### config.mk
export PLATFORM = sky130hd
export DESIGN_NAME = dna_port_emu
export DESIGN_NICKNAME = d
export VERILOG_FILES = /design/src/rtl/dna_port_emu.sv
export SDC_FILE = /design/constraint.sdc
export NUM_CORES = 1
export LEC_CHECK = 0
export ABC_AREA = 1
export CORE_MARGIN = 5
export CORE_UTILIZATION = 52
export CTS_CLUSTER_SIZE = 25
export DETAILED_ROUTE_END_ITERATION = 16
export PLACE_DENSITY = 0.86
export SYNTH_ARGS = -nofsm -noshare
export SYNTH_HDL_FRONTEND = slang
export SYNTH_SLANG_ARGS = --single-unit
### constraint.sdc
create_clock -name clk -period 1.64 [get_ports clk]
set_input_delay 0.492 -clock clk [delete_from_list [all_inputs] [get_ports clk]]
set_output_delay 0.492 -clock clk [all_outputs]
set_load 0.005 [all_outputs]
### src/rtl/dna_port_emu.sv
// Soft responder for the device-DNA READ/SHIFT/DIN/DOUT serial ID protocol, with a
// one-time-lockable programming port. Define DNA_EMU_ROLLOVER_EN to shift din into the LSB.
module dna_port_emu #(
    parameter int               DNA_W       = 57,
    parameter logic [DNA_W-1:0] DEFAULT_DNA = 57'h0DEADBEEFCAFE
) (
    input  logic             clk,
    input  logic             rst_n,
    input  logic             read,
    input  logic             shift,
    input  logic             din,
    output logic             dout,
    input  logic             prog_valid,
    output logic             prog_ready,
    input  logic [DNA_W-1:0] prog_dna,
    input  logic             prog_lock,
    output logic             locked,
    output logic             loaded,
    output logic [6:0]       shift_count,
    output logic             proto_err
);

    localparam logic [6:0] COUNT_MAX  = 7'd127;
    localparam logic [6:0] COUNT_FULL = 7'(DNA_W);

    logic [DNA_W-1:0] id_reg;
    logic [DNA_W-1:0] sr;
    logic             in_bit;
    logic             busy;
    logic             prog_accept;

`ifdef DNA_EMU_ROLLOVER_EN
    assign in_bit = din;
`else
    // Without rollover the serial input is ignored and zeros fill the register.
    logic unused_din;
    assign unused_din = din;
    assign in_bit     = 1'b0;
`endif

    // The ID may not change while a loaded readout is still in progress.
    assign busy        = loaded && (shift_count < COUNT_FULL);
    assign prog_ready  = !locked && !busy;
    assign prog_accept = prog_valid && prog_ready;
    assign dout        = sr[DNA_W-1];

    // NOTE: all state below uses non-blocking assignments so every register samples
    // the pre-edge values; e.g. a read in the accept cycle still loads the old ID.
    always_ff @(posedge clk or negedge rst_n) begin
        if (!rst_n) begin
            id_reg      <= DEFAULT_DNA;
            sr          <= '0;
            locked      <= 1'b0;
            loaded      <= 1'b0;
            shift_count <= '0;
            proto_err   <= 1'b0;
        end else begin
            if (prog_accept) begin
                id_reg <= prog_dna;
                if (prog_lock) begin
                    locked <= 1'b1;
                end
            end

            if (read) begin
                sr          <= id_reg;
                shift_count <= '0;
                loaded      <= 1'b1;
            end else if (shift) begin
                sr <= {sr[DNA_W-2:0], in_bit};
                if (shift_count != COUNT_MAX) begin
                    shift_count <= shift_count + 7'd1;
                end
            end

            if ((shift && !loaded) || (read && shift)) begin
                proto_err <= 1'b1;
            end
        end
    end

endmodule

Yosys cells after proc, flatten, opt, wreduce, memory -nomap -nowiden
Index checks and enable logic that the tools add are counted.
- output and inout bits: 12
- register bits: 124
- input port bits: 64
- word-level logic and storage cells: 27
- equality and inequality tests: 1
- magnitude comparators: 1
- mux-type cells: 5
- reduce and logical (&&, ||, !) cells: 13
- add/subtract/negate cells: 1
- operators by type and width (kind ; count):
    $mux W57 ; 2
    $mux W7 ; 3
    $add A7 B1 Y7 const B ; 1
    $lt A7 B6 Y1 const B ; 1
    $ne A7 B7 Y1 const B ; 1
    $logic_and A1 B1 Y1 ; 5
    $reduce_and A2 Y1 ; 2
    $reduce_bool A2 Y1 ; 2
    $logic_not A1 Y1 ; 3
    $logic_or A1 B1 Y1 ; 1

Logic depth before layout (Yosys ltp)
Gate-level depths: netlist of run 1.
- word-level depth: 6
- depth in mapped cells: 9
- gate-level depth less buffers: 8

Least setup slack after synthesis of run 1
Ideal clock, no wire load.
- path kind: input port to flip-flop
- start: in read
- end: reg sr[27]
- setup time: 66 ps
- slack: 213 ps
- buffers on the path: 3
- arrival time: 1361 ps
- stages on the path: 6
- required time: 1574 ps
- cells stage by stage: buf_2 nor2_1 buf_2 clkbuf_1 a22oi_1 nand2_1
- cells in the longest elaborated chain, start to end: 1
- elaborated cells between the ends (all ways): 2
- those cells by class: mux: 1; reduce/logical: 1
- ends and longest elaborated chain (what ; line ; source):
    from (decl) ; 9 ; input logic read,
    $mux W57 or $reduce_bool A2 Y1 (tied branches) ; -- ;
    to (signal assigned) ; 66 ; sr <= id_reg;
    to (signal assigned) ; 70 ; sr <= {sr[DNA_W-2:0], in_bit};
    to (decl) ; 27 ; logic [DNA_W-1:0] sr;
Several ways; a longest one is shown, not always the timed one.
A chain may end at the register's enable or synchronous reset.

Final worst setup path of run 1
- start: reg shift_count[5]
- end: out prog_ready
- cells in the longest elaborated chain, start to end: 4
- ends and longest elaborated chain (what ; line ; source):
    from (decl) ; 19 ; output logic [6:0] shift_count,
    from (signal assigned) ; 72 ; shift_count <= shift_count + 7'd1;
    $lt A7 B6 Y1 ; 42 ; assign busy = loaded && (shift_count < COUNT_FULL);
    $logic_and A1 B1 Y1 ; 42 ;
    $logic_not A1 Y1 ; 43 ; assign prog_ready = !locked && !busy;
    $logic_and A1 B1 Y1 ; 43 ;
    to (decl) ; 14 ; output logic prog_ready,
No other way between the ends.

==> metrics.txt, run 1 <==
CTS Buffer Depth=2; met1 usage=30.16%; cts bufs inserted=17; power per cell area=972.6 nW/µm²; Seq/Total Area, Yosys=59.34%; WP data required=1150 ps; number of global-route vias before repair=4767; largest family of logic cells by synthesized area=simple AND/OR/NAND/NOR gates; synth top area cells=dfrtp_1 (42%), dfstp_2 (17%), nand2_1 (17%); CORE AREA=9864 µm²; Area growth syn-to-layout=39.33%; post-synth top area cell=dfrtp_1; DRT iter0 DRCs=604; Sw Ratio=22.85%; post-layout min period=1999 ps; mux contribution to synthesized area=0%; status=finished, violations left; post-route cell area=7388 µm²; CP Capture Type=output port; crit path to=prog_ready; pin count of the biggest net entering global routing=55; Vias=5101; synthesized area per cell=9.270 µm²; arrival time at the worst endpoint=1510 ps; reg-to-reg endpoint=shift_count[4]; DRC viols=0; share of cells above drive strength 1=22.08%; setup TNS=-876.8 ps; MaxCap Viol Count=0; Layout Skew=9.840 ps; final period utilization=121.9%; CTS sink count=124; worst setup slack after layout=-358.5 ps; area of the multi-input gates=1928 µm²; clk root buf=clkbuf_8; global-route wire length before repair=23510 µm; H-tree depth=4; Syn Inst Count=572; Critical R2R Launch=shift_count[0]; net switching power=1.642 mW; drt wl/cell=20.93 µm; unrepaired setup endpoints after global routing=true; hold crit path type=input pin to async pin; cell area after placement=6314 µm²; combinational power share=5.8%; Flop pwr share=42.8%; Netlist cell types=24; Register Area=3148 µm²; XOR/XNOR share of the synthesized area=0%; Setup Slack @ Placement=-197.1 ps; Crit. Startpoint=shift_count[5]; Final Util=74.90%; grt ovf=0; Total GRT Usage=23.63%; area share of the leading cell type in the synthesized netlist=42.00%; DRT antenna net count=0; simple-gate share of the synthesized area=25.79%; clock share of power=51.4%; Setup Viol. Count Final=7; Final HPWL DP=8229 µm; Critical Path Source Type=register; gr busiest metal=met2; Slew Viols, Final=0; relative slew slack=74.01%; Vias/cell=6.176; Die ar.=12320 µm²; Max FO, Critical Path=2; Fillers=554; r2r setup slk=-40 ps; wirelength, routed=17290 µm; Nets=745; post-synthesis compound-gate area fraction=9.202%; syn_nets=637; P_int=5.543 mW; fmax=500.4 MHz; Port Buffer Count=74; worst-margin pin slew=389.8 ps; # diodes=0; GP Congestion=0.8710; Synth Area in Adders=0.2360%; antenna violations before repair=0; met2 usage=39.44%; Die X=111.0 µm; FF-to-FF path depth=9; drt pass-1 iters=5; Ports=76; Max VDD drop=0.7481 mV; CTS tree=done; Die H=111.0 µm; GR Layer Usage met3=5.568%; cell area after synthesis=5303 µm²; post-synthesis register bit count=124; Hold Fails Final Rpt=0; standard-cell rows=36; Clock transition at path regs=60 ps; violated checks=setup timing; critical path class=register to output port; worst skew pair latency=530 ps; Initial Util=53.75%; Ys Warns=0; LEAKAGE=3.664 nW
layout make-up:
cell class | instances | share of cell area [%]
clock inverters | 11 | 1.575
flip-flops and latches | 124 | 42.61
inverters | 17 | 0.8637
repair buffers | 133 | 20.39
multi-input cells | 387 | 26.10
well taps | 133 | 2.252
clock buffers | 21 | 6.215
cells in the mapped netlist, drive strengths merged:
cell and instances:
dfrtp 89, a22oi 54, ha 1, nand3 12, o21ai 9, o221ai 1
nor2 6, dfstp 35, buf 22, o21bai 2, a21oi 1, nand2 241
nand4 58, nor3 1, a31o 1, clkinv 1, clkbuf 22, inv 16
power groups by stage:
| stage | combinational, mW | sequential (mW) | clock [mW] |
|---|---|---|---|
| floorplan | 0.101 | 3.13 | 0 |
| CTS | 0.404 | 3.07 | 3.63 |
| detailed placement | 0.391 | 3.12 | 0 |
| global route | 0.448 | 3.07 | 3.82 |
| finish | 0.420 | 3.07 | 3.69 |
| global placement | 0.383 | 3.12 | 0 |
per-layer routing:
| layer | vias to the layer above | wire length, µm |
|---|---|---|
| met5 | - | 0 |
| met3 | 100 | 1558 |
| li1 | 2157 | - |
| met4 | 0 | 1130 |
| met1 | 2463 | 6163 |
| met2 | 381 | 8436 |
critical path, stage by stage, from the launching register on:
cell and delay, ps:
dfrtp_1 390, inv_2 60, nor2_4 110, nand2_2 60, buf_6 110, a21oi_2 110, buf_2 130
cell usage in the layout (no fill, tap or decap), drive strengths merged:
cell type / n
nand2: 241
dfrtp: 89
clkdlybuf4s50: 59
nand4: 58
buf: 57
a22oi: 54
dfstp: 35
clkbuf: 32
inv: 17
nand3: 12
o21ai: 9
clkinv: 6
nor2: 6
clkdlybuf4s15: 4
clkinvlp: 3
o21bai: 2
bufinv: 2
a21oi: 1
o221ai: 1
nor3: 1
a31o: 1
ha: 1
dlygate4sd3: 1
dlygate4sd2: 1
logic make-up after synthesis:
group,after synthesis
AND/OR/NAND/NOR,318
buffers and inverters,61
AO/OA/AOI/OAI,68
flip-flops,124
adder cells (fa/ha/maj),1
timing repair:
item | in CTS | in global routing
pin swaps | 2 | 5
setup buffers | 12 | 9
gates resized for setup | 48 | 22
gates cloned | 0 | 12
hold buffers | 1 | 0
hold endpoints to repair | 16 | 0
setup endpoints to repair | 12 | 71
per-stage QoR:
step           total power, mW  std cells  hold slack [ps]
2_1_floorplan            3.228        572            196.4
3_3_place_gp             3.506        766            414.7
3_5_place_dp             3.514        766            410.3
4_1_cts                  7.107        811            366.7
5_1_grt                  7.342        826            415.9
6_report                 7.186        826            400.0
how the worst min path moves through the flow:
stage / startpoint / end / depth (start not counted)
6_report: rst_n / shift_count[0] / 2
5_1_grt: rst_n / shift_count[0] / 2
4_1_cts: read / proto_err / 3
3_5_place_dp: rst_n / sr[11] / 1
3_3_place_gp: rst_n / sr[12] / 1
2_1_floorplan: rst_n / id_reg[0] / 0
Note: power is estimated with default switching activity, not from simulation.
==> inputs of run 2 (changes only) <==
- ABC_CLOCK_PERIOD_IN_PS: default -> 1640
==> results of run 2 <==
No change in the layout: final DEF, timing and power equal those of run 1.
